File: src/rtl/player_jump_ctrl_if.sv
`default_nettype none
// ============================================================================
// Module  : player_jump_ctrl_if
// Brief   : Game-state, button, platform-scan and player-output bundle.
// Revision: 1.0
// ============================================================================
interface player_jump_ctrl_if;
    logic [2:0] state;
    logic       frame_tick;
    logic       move_left;
    logic       move_right;
    logic [3:0] blk_sel;
    logic [9:0] blk_x;
    logic [9:0] blk_y;
    logic [9:0] player_x;
    logic [9:0] player_y;
    logic [2:0] bump;
    logic [9:0] movement;
    logic       hold;
    logic       fall_out;

    modport master (
        input  state, frame_tick, move_left, move_right, blk_x, blk_y,
        output blk_sel, player_x, player_y, bump, movement, hold, fall_out
    );

    modport slave (
        output state, frame_tick, move_left, move_right, blk_x, blk_y,
        input  blk_sel, player_x, player_y, bump, movement, hold, fall_out
    );
endinterface
`default_nettype wire

File: src/rtl/player_jump_ctrl.sv
`default_nettype none
// ============================================================================
// Module  : player_jump_ctrl
// Brief   : Per-frame platform scan, player physics and landing detection.
//           Optional macro PLAYER_WRAP_X_EN wraps x at the playfield bounds.
// Revision: 1.0
// ============================================================================
module player_jump_ctrl #(
    parameter int PLAYER_W    = 16,
    parameter int PLAYER_H    = 16,
    parameter int BLOCK_W     = 32,
    parameter int GRAVITY     = 1,
    parameter int JUMP_V      = 12,
    parameter int MAX_FALL    = 15,
    parameter int H_SPEED     = 4,
    parameter int SCROLL_LINE = 400,
    parameter int TOP_LINE    = 64,
    parameter int LEFT_BOUND  = 200,
    parameter int RIGHT_BOUND = 440
) (
    input  wire logic          clk,
    input  wire logic          rst,
    player_jump_ctrl_if.master bus
);
    localparam logic [2:0]        C_GAME     = 3'd2;
    localparam logic [9:0]        C_X_RESET  = 10'd312;
    localparam logic [9:0]        C_Y_RESET  = 10'd440;
    localparam logic [9:0]        C_X_MIN    = 10'(LEFT_BOUND);
    localparam logic [9:0]        C_X_MAX    = 10'(RIGHT_BOUND - PLAYER_W);
    localparam logic signed [8:0] C_MAX_FALL = 9'(MAX_FALL);
    localparam logic signed [7:0] C_JUMP_VY  = 8'(-JUMP_V);
`ifdef PLAYER_WRAP_X_EN
    localparam logic [9:0]        C_X_UNDER  = C_X_MAX;
    localparam logic [9:0]        C_X_OVER   = C_X_MIN;
`else
    localparam logic [9:0]        C_X_UNDER  = C_X_MIN;
    localparam logic [9:0]        C_X_OVER   = C_X_MAX;
`endif

    typedef enum logic [1:0] {
        S_IDLE      = 2'd0,
        S_WAIT_TICK = 2'd1,
        S_SCAN      = 2'd2,
        S_UPDATE    = 2'd3
    } fsm_t;

    fsm_t              state_q, state_d;
    logic [3:0]        sel_q, sel_d;
    logic [9:0]        x_q, x_d, y_q, y_d;
    logic signed [7:0] vy_q, vy_d;
    logic [2:0]        bump_q, bump_d;
    logic [9:0]        mov_q, mov_d;
    logic              hold_q, hold_d, fall_q, fall_d;
    logic              hit_q, hit_d;
    logic [9:0]        hity_q, hity_d;

    logic [11:0]        w_feet, w_reach, w_blk_y, w_px_end, w_bx_end;
    logic               w_hit;
    logic signed [8:0]  w_vy_inc;
    logic signed [7:0]  w_vy_fall;
    logic signed [11:0] w_y_fall;
    logic [9:0]         w_y_nohit, w_y_new, w_x_new, w_x_minus;
    logic [10:0]        w_x_plus;
    logic               w_left, w_right, w_fall_new;

    // vy is known positive whenever w_reach matters, so zero-extension is safe
    assign w_feet   = {2'b00, y_q} + 12'(PLAYER_H);
    assign w_reach  = w_feet + {4'b0000, vy_q};
    assign w_blk_y  = {2'b00, bus.blk_y};
    assign w_px_end = {2'b00, x_q} + 12'(PLAYER_W);
    assign w_bx_end = {2'b00, bus.blk_x} + 12'(BLOCK_W);
    assign w_hit    = (vy_q > 8'sd0) && (w_feet <= w_blk_y) && (w_reach >= w_blk_y)
                   && (w_px_end > {2'b00, bus.blk_x}) && ({2'b00, x_q} < w_bx_end);

    assign w_vy_inc  = $signed({vy_q[7], vy_q}) + $signed(9'(GRAVITY));
    assign w_vy_fall = (w_vy_inc > C_MAX_FALL) ? C_MAX_FALL[7:0] : w_vy_inc[7:0];
    assign w_y_fall  = $signed({2'b00, y_q}) + $signed({{4{vy_q[7]}}, vy_q});
    assign w_y_nohit = w_y_fall[11] ? 10'd0 : (w_y_fall[10] ? 10'h3ff : w_y_fall[9:0]);
    assign w_y_new   = hit_q ? (hity_q - 10'(PLAYER_H)) : w_y_nohit;
    assign w_fall_new = ({1'b0, w_y_new} + 11'(PLAYER_H)) > 11'd480;

    assign w_left    = bus.move_left & ~bus.move_right;
    assign w_right   = bus.move_right & ~bus.move_left;
    assign w_x_minus = x_q - 10'(H_SPEED);
    assign w_x_plus  = {1'b0, x_q} + 11'(H_SPEED);

    always_comb begin
        w_x_new = x_q;
        if (w_left) begin
            w_x_new = (x_q < C_X_MIN + 10'(H_SPEED)) ? C_X_UNDER : w_x_minus;
        end else if (w_right) begin
            w_x_new = (w_x_plus > {1'b0, C_X_MAX}) ? C_X_OVER : w_x_plus[9:0];
        end
    end

    always_comb begin
        state_d = state_q;
        sel_d   = sel_q;
        x_d     = x_q;
        y_d     = y_q;
        vy_d    = vy_q;
        bump_d  = bump_q;
        mov_d   = mov_q;
        hold_d  = hold_q;
        fall_d  = fall_q;
        hit_d   = hit_q;
        hity_d  = hity_q;
        case (state_q)
            S_IDLE: state_d = S_WAIT_TICK;
            S_WAIT_TICK: begin
                // physics freezes for good once the player has dropped off screen
                if (bus.frame_tick && !fall_q) begin
                    state_d = S_SCAN;
                    sel_d   = 4'd1;
                    hit_d   = 1'b0;
                    hity_d  = 10'd0;
                end
            end
            S_SCAN: begin
                if (!hit_q && w_hit) begin
                    hit_d  = 1'b1;
                    hity_d = bus.blk_y;
                end
                if (sel_q == 4'd15) begin
                    sel_d   = 4'd0;
                    state_d = S_UPDATE;
                end else begin
                    sel_d = sel_q + 4'd1;
                end
            end
            S_UPDATE: begin
                state_d = S_WAIT_TICK;
                x_d     = w_x_new;
                y_d     = w_y_new;
                if (hit_q) begin
                    vy_d   = C_JUMP_VY;
                    bump_d = 3'd1;
                    mov_d  = (hity_q < 10'(SCROLL_LINE)) ? (10'(SCROLL_LINE) - hity_q) : 10'd0;
                end else begin
                    vy_d   = w_vy_fall;
                    bump_d = 3'd0;
                    mov_d  = 10'd0;
                end
                hold_d = (w_y_new < 10'(TOP_LINE));
                fall_d = fall_q | w_fall_new;
            end
            default: state_d = S_IDLE;
        endcase
        if (bus.state != C_GAME) begin
            state_d = S_IDLE;
            sel_d   = 4'd0;
            x_d     = C_X_RESET;
            y_d     = C_Y_RESET;
            vy_d    = 8'sd0;
            bump_d  = 3'd0;
            mov_d   = 10'd0;
            hold_d  = 1'b0;
            fall_d  = 1'b0;
            hit_d   = 1'b0;
            hity_d  = 10'd0;
        end
    end

    always_ff @(posedge clk) begin
        if (!rst) begin
            state_q <= S_IDLE;
            sel_q   <= 4'd0;
            x_q     <= C_X_RESET;
            y_q     <= C_Y_RESET;
            vy_q    <= 8'sd0;
            bump_q  <= 3'd0;
            mov_q   <= 10'd0;
            hold_q  <= 1'b0;
            fall_q  <= 1'b0;
            hit_q   <= 1'b0;
            hity_q  <= 10'd0;
        end else begin
            state_q <= state_d;
            sel_q   <= sel_d;
            x_q     <= x_d;
            y_q     <= y_d;
            vy_q    <= vy_d;
            bump_q  <= bump_d;
            mov_q   <= mov_d;
            hold_q  <= hold_d;
            fall_q  <= fall_d;
            hit_q   <= hit_d;
            hity_q  <= hity_d;
        end
    end

    assign bus.blk_sel  = sel_q;
    assign bus.player_x = x_q;
    assign bus.player_y = y_q;
    assign bus.bump     = bump_q;
    assign bus.movement = mov_q;
    assign bus.hold     = hold_q;
    assign bus.fall_out = fall_q;
endmodule
`default_nettype wire

File: src/flat_wrapper.sv
// flat-port wrapper written by rule: the top's interface ports become plain ports
module player_jump_ctrl_flat 
#(
    parameter int PLAYER_W    = 16,
    parameter int PLAYER_H    = 16,
    parameter int BLOCK_W     = 32,
    parameter int GRAVITY     = 1,
    parameter int JUMP_V      = 12,
    parameter int MAX_FALL    = 15,
    parameter int H_SPEED     = 4,
    parameter int SCROLL_LINE = 400,
    parameter int TOP_LINE    = 64,
    parameter int LEFT_BOUND  = 200,
    parameter int RIGHT_BOUND = 440
)
  (clk, rst, bus_state, bus_frame_tick, bus_move_left, bus_move_right, bus_blk_x, bus_blk_y, bus_blk_sel, bus_player_x, bus_player_y, bus_bump, bus_movement, bus_hold, bus_fall_out);
  player_jump_ctrl_if bus_i ();
  input  wire logic clk;
  input  wire logic rst;
  input wire logic [$bits(bus_i.state)-1:0] bus_state;
  input wire logic [$bits(bus_i.frame_tick)-1:0] bus_frame_tick;
  input wire logic [$bits(bus_i.move_left)-1:0] bus_move_left;
  input wire logic [$bits(bus_i.move_right)-1:0] bus_move_right;
  input wire logic [$bits(bus_i.blk_x)-1:0] bus_blk_x;
  input wire logic [$bits(bus_i.blk_y)-1:0] bus_blk_y;
  output wire logic [$bits(bus_i.blk_sel)-1:0] bus_blk_sel;
  output wire logic [$bits(bus_i.player_x)-1:0] bus_player_x;
  output wire logic [$bits(bus_i.player_y)-1:0] bus_player_y;
  output wire logic [$bits(bus_i.bump)-1:0] bus_bump;
  output wire logic [$bits(bus_i.movement)-1:0] bus_movement;
  output wire logic [$bits(bus_i.hold)-1:0] bus_hold;
  output wire logic [$bits(bus_i.fall_out)-1:0] bus_fall_out;
  assign bus_i.state = bus_state;
  assign bus_i.frame_tick = bus_frame_tick;
  assign bus_i.move_left = bus_move_left;
  assign bus_i.move_right = bus_move_right;
  assign bus_i.blk_x = bus_blk_x;
  assign bus_i.blk_y = bus_blk_y;
  assign bus_blk_sel = bus_i.blk_sel;
  assign bus_player_x = bus_i.player_x;
  assign bus_player_y = bus_i.player_y;
  assign bus_bump = bus_i.bump;
  assign bus_movement = bus_i.movement;
  assign bus_hold = bus_i.hold;
  assign bus_fall_out = bus_i.fall_out;
  player_jump_ctrl #(.PLAYER_W(PLAYER_W), .PLAYER_H(PLAYER_H), .BLOCK_W(BLOCK_W), .GRAVITY(GRAVITY), .JUMP_V(JUMP_V), .MAX_FALL(MAX_FALL), .H_SPEED(H_SPEED), .SCROLL_LINE(SCROLL_LINE), .TOP_LINE(TOP_LINE), .LEFT_BOUND(LEFT_BOUND), .RIGHT_BOUND(RIGHT_BOUND)) u_core (.clk(clk), .rst(rst), .bus(bus_i));
endmodule
File: config.mk
export PLATFORM = sky130hd
export DESIGN_NAME = player_jump_ctrl_flat
export DESIGN_NICKNAME = d
export VERILOG_FILES = /design/src/rtl/player_jump_ctrl_if.sv /design/src/rtl/player_jump_ctrl.sv /design/src/flat_wrapper.sv
export SDC_FILE = /design/constraint.sdc
export NUM_CORES = 1
export LEC_CHECK = 0
export BUFFER_PORTS_ARGS = -buffer_cell sky130_fd_sc_hd__buf_2
export CORE_MARGIN = 10
export CORE_UTILIZATION = 64
export CTS_CLUSTER_DIAMETER = 100
export DETAILED_ROUTE_END_ITERATION = 16
export PLACE_DENSITY_LB_ADDON = 0.05
export SYNTH_ARGS = -nofsm -noshare
export SYNTH_HDL_FRONTEND = slang
export SYNTH_SLANG_ARGS = --single-unit
File: constraint.sdc
create_clock -name clk -period 9.94 [get_ports clk]
set_input_delay 2.485 -clock clk [delete_from_list [all_inputs] [get_ports clk]]
set_output_delay 2.485 -clock clk [all_outputs]
set_load 0.005 [all_outputs]
==> flow_metrics.py <==
metrics = {
    "final_layout": {
        "syn2layout_area_growth_pct": 8.83,
        "most_frequent_standard_cell_in_the_layout_excluding_fill_and_tap_cells": "sky130_fd_sc_hd__ha_1",
        "stdcell_area_um2": 5660,
        "final_core_utilization_pct": 72.5,
        "layout.cells.most_common_list": "sky130_fd_sc_hd__ha_1, sky130_fd_sc_hd__buf_2, sky130_fd_sc_hd__a21oi_1, sky130_fd_sc_hd__nand2_1, sky130_fd_sc_hd__dfxtp_1",
        "layout-drive-gt1-share_pct": 12.5,
        "num_antenna_cells": 0,
        "design.final.nets": 827,
    },
    "route": {
        "ant_nets": 0,
        "via_count": 5247,
        "detailedRoute.firstPassIterationCount": 5,
        "detail_route.wirelength_um": 14200,
        "average_routed_wire_per_standard_cell_um": 17.0,
        "viasPerCell": 6.31,
        "drtIter0Drc": 371,
        "drc_errors": 0,
    },
    "sta": {
        "final_period_minus_worst_setup_slack_ps": 5170,
        "slew_headroom_pct": 20.5,
        "setup-tns-final_ps": 0,
        "worst_pin_slew_ps": 1190,
        "hold_viol": 0,
        "hold-worst-slack_ps": 469,
        "final-setup-viol-count": 0,
        "clock-skew-final_ps": 12.2,
        "finalCritPeriodShare_pct": 52.0,
        "maxSlewViolCount": 0,
        "fmax_mhz": 193,
        "unrepaired_setup_endpoints_after_global_routing": "false",
    },
    "synth": {
        "synth-edff-count": 0,
        "syn-instance-count": 686,
        "ys_warn_count": 0,
        "async_reset_ff_share_pct": 0,
        "yosysSeqAreaShare_pct": 21.6,
        "synth_cell_type_count": 71,
        "netlist_area_um2": 5200,
        "synth_area_per_cell_um2": 7.58,
        "ys_seq_elements": 56,
        "synthFlopType": "sky130_fd_sc_hd__dfxtp_1",
    },
    "floorplan": {
        "floorplan.initialDensity_pct": 66.6,
        "ioPinCount": 67,
        "full_die_area_um2": 12100,
        "row_count": 32,
        "area_of_the_core_um2": 7810,
        "die_h_um": 110,
        "die_width_um": 110,
    },
    "power_and_ir_drop": {
        "intPower_uw": 316,
        "share_seq_of_total_power_pct": 53.9,
        "power_leakage_uw": 0.00246,
        "vdd.ir_drop.worst_mv": 0.0732,
        "power.switching_fraction_pct": 24.2,
        "power_switching_uw": 101,
        "power_density_nw_per_um2": 73.7,
        "power.share.combinational_pct": 9.2,
        "power_frac_clock_pct": 37.0,
    },
    "placed_design": {
        "port-buffer-count": 62,
        "placedInstanceArea_um2": 5550,
        "routabilityCongestion": 0.962,
        "hpwlAfterDp_um": 11100,
    },
    "setup_path": {
        "cp.arrival_ps": 5400,
        "worst-setup-path-type": "input pin to flip-flop",
        "cp-end-kind": "flip-flop",
        "worstRegToRegCells": 15,
        "timing.critical_path.fanout_max": 22,
        "slowest_delay_ps": 990,
        "critPathSlowestCell": "sky130_fd_sc_hd__a211oi_2",
        "critical_path.cell_chain": "buf_2 > inv_1 > o21ai_1 > nor4b_1 > o211ai_1 > a2111o_1 > a211oi_2 > nand4_1 > o31ai_1",
        "worst_ep_required_time_ps": 10170,
        "crit_path_start_kind": "input pin",
    },
    "flow_run": {
        "drv_cap": 0,
    },
    "global_route": {
        "first_global_vias": 4892,
        "grt_pass1_wl_um": 22900,
        "grt_start_max_net_pins": 37,
        "globalRouteTotalUtil_pct": 22.7,
        "initial_antenna_violation_count": 0,
        "grt_overflow_total": 0,
    },
    "clock_tree": {
        "cts_sinks": 56,
        "htreeDepth": 2,
        "postCtsSetupRepairBufs": 0,
        "clock_path_buffers": 2,
        "insertion_delay_ps": 320,
        "post_cts_resize_count": 0,
        "clockRootBuffer": "sky130_fd_sc_hd__clkbuf_8",
        "clock_tree_from_tritoncts": "yes",
        "clkSlewWorstSetupHoldPaths_ps": 110,
        "number_of_buffers_inserted_for_hold_repair_after_clock_tree_synthesis": 0,
        "numCtsBuffers": 5,
    },
    "min_path": {
        "hold-path-cell-count": 2,
        "holdCritPathClass": "flip-flop to flip-flop",
    },
    "status": {
        "outcome": "completed",
    },
}
## path summary, 6_finish.rpt
| check | start | to | slack [ps] |
|---|---|---|---|
| worst max-delay path | bus_frame_tick | u_core.hity_q[5] | 4770 |
| worst min-delay path | u_core.bus.movement[9] | u_core.bus.movement[9] | 470 |
| worst max register to register | u_core.vy_q[7] | u_core.bus.fall_out | 5580 |
| worst min register to register | u_core.bus.movement[9] | u_core.bus.movement[9] | 470 |
## final cells by class
cell class / instances / area, µm²
Multi-Input combinational cell: 546 / 3760
Fill cell: 663 / 2150
Sequential cell: 56 / 1120
Timing Repair Buffer: 65 / 333
Inverter: 54 / 203
Tap cell: 102 / 128
Clock buffer: 5 / 68.8
Clock inverter: 3 / 42.5
## power by group through the flow
stage	sequential, µW	clock, µW	combinational, µW
after detailed placement	230	0	37.8
after global placement	230	0	36.7
after floorplan	230	0	24.9
after global routing	225	162	43.1
final	225	154	38.2
after CTS	225	153	38.0
## registers in the layout (all words and copies together), names as in the netlist
signal               cells
u_core.bus.fall_out      1
u_core.hity_q           10
u_core.bus.hold          1
u_core.bus.player_y     10
u_core.bus.bump          1
u_core.bus.blk_sel       4
u_core.bus.player_x      8
u_core.state_q           2
u_core.vy_q              8
u_core.hit_q             1
u_core.bus.movement     10
## worst max-delay path: cells and delay by family
kind,cells,cell delay [ps]
AND/OR/NAND/NOR,2,740
AO/OA/AOI/OAI,5,2070
buffers and inverters,2,100
## layer usage
metal / track usage, % / routed length (µm)
met5: 0 / 0
met4: 8.99 / 417
met3: 3.31 / 1040
met2: 39.7 / 6950
met1: 27.3 / 5750
## cell usage after synthesis, drive strengths merged (10+ instances only)
| cell type | instances | area share [%] |
|---|---|---|
| and3 | 10 | 1.2 |
| dfxtp | 56 | 22 |
| a22oi | 10 | 1.4 |
| nor2 | 48 | 3.5 |
| nand3 | 22 | 2.1 |
| clkbuf | 25 | 1.8 |
| o21ai | 57 | 5.5 |
| nand4 | 18 | 2.3 |
| nand2 | 58 | 4.2 |
| ha | 70 | 17 |
| a21o | 13 | 1.9 |
| a21oi | 63 | 6.2 |
| inv | 54 | 3.9 |
| nor3 | 18 | 1.9 |
| xnor2 | 28 | 4.7 |
## per-stage QoR
step | power (µW) | cells | setup slack (ps)
after floorplan | 255 | 689 | 5200
after global placement | 266 | 823 | 4640
after detailed placement | 268 | 823 | 4460
after CTS | 416 | 831 | 4800
after global routing | 429 | 831 | 4520
final | 417 | 831 | 4770
## logic make-up after synthesis
logic type | Yosys count | share of synthesized area, %
buffers and inverters | 87 | 6.66
flip-flops | 56 | 21.6
XOR/XNOR | 36 | 6.06
adder cells (fa/ha/maj) | 71 | 17.2
other | 1 | 0.0721
multiplexers | 3 | 0.577
AO/OA/AOI/OAI | 212 | 25.7
AND/OR/NAND/NOR | 220 | 22.2
No activity file was read; power rests on OpenSTA's default activity.
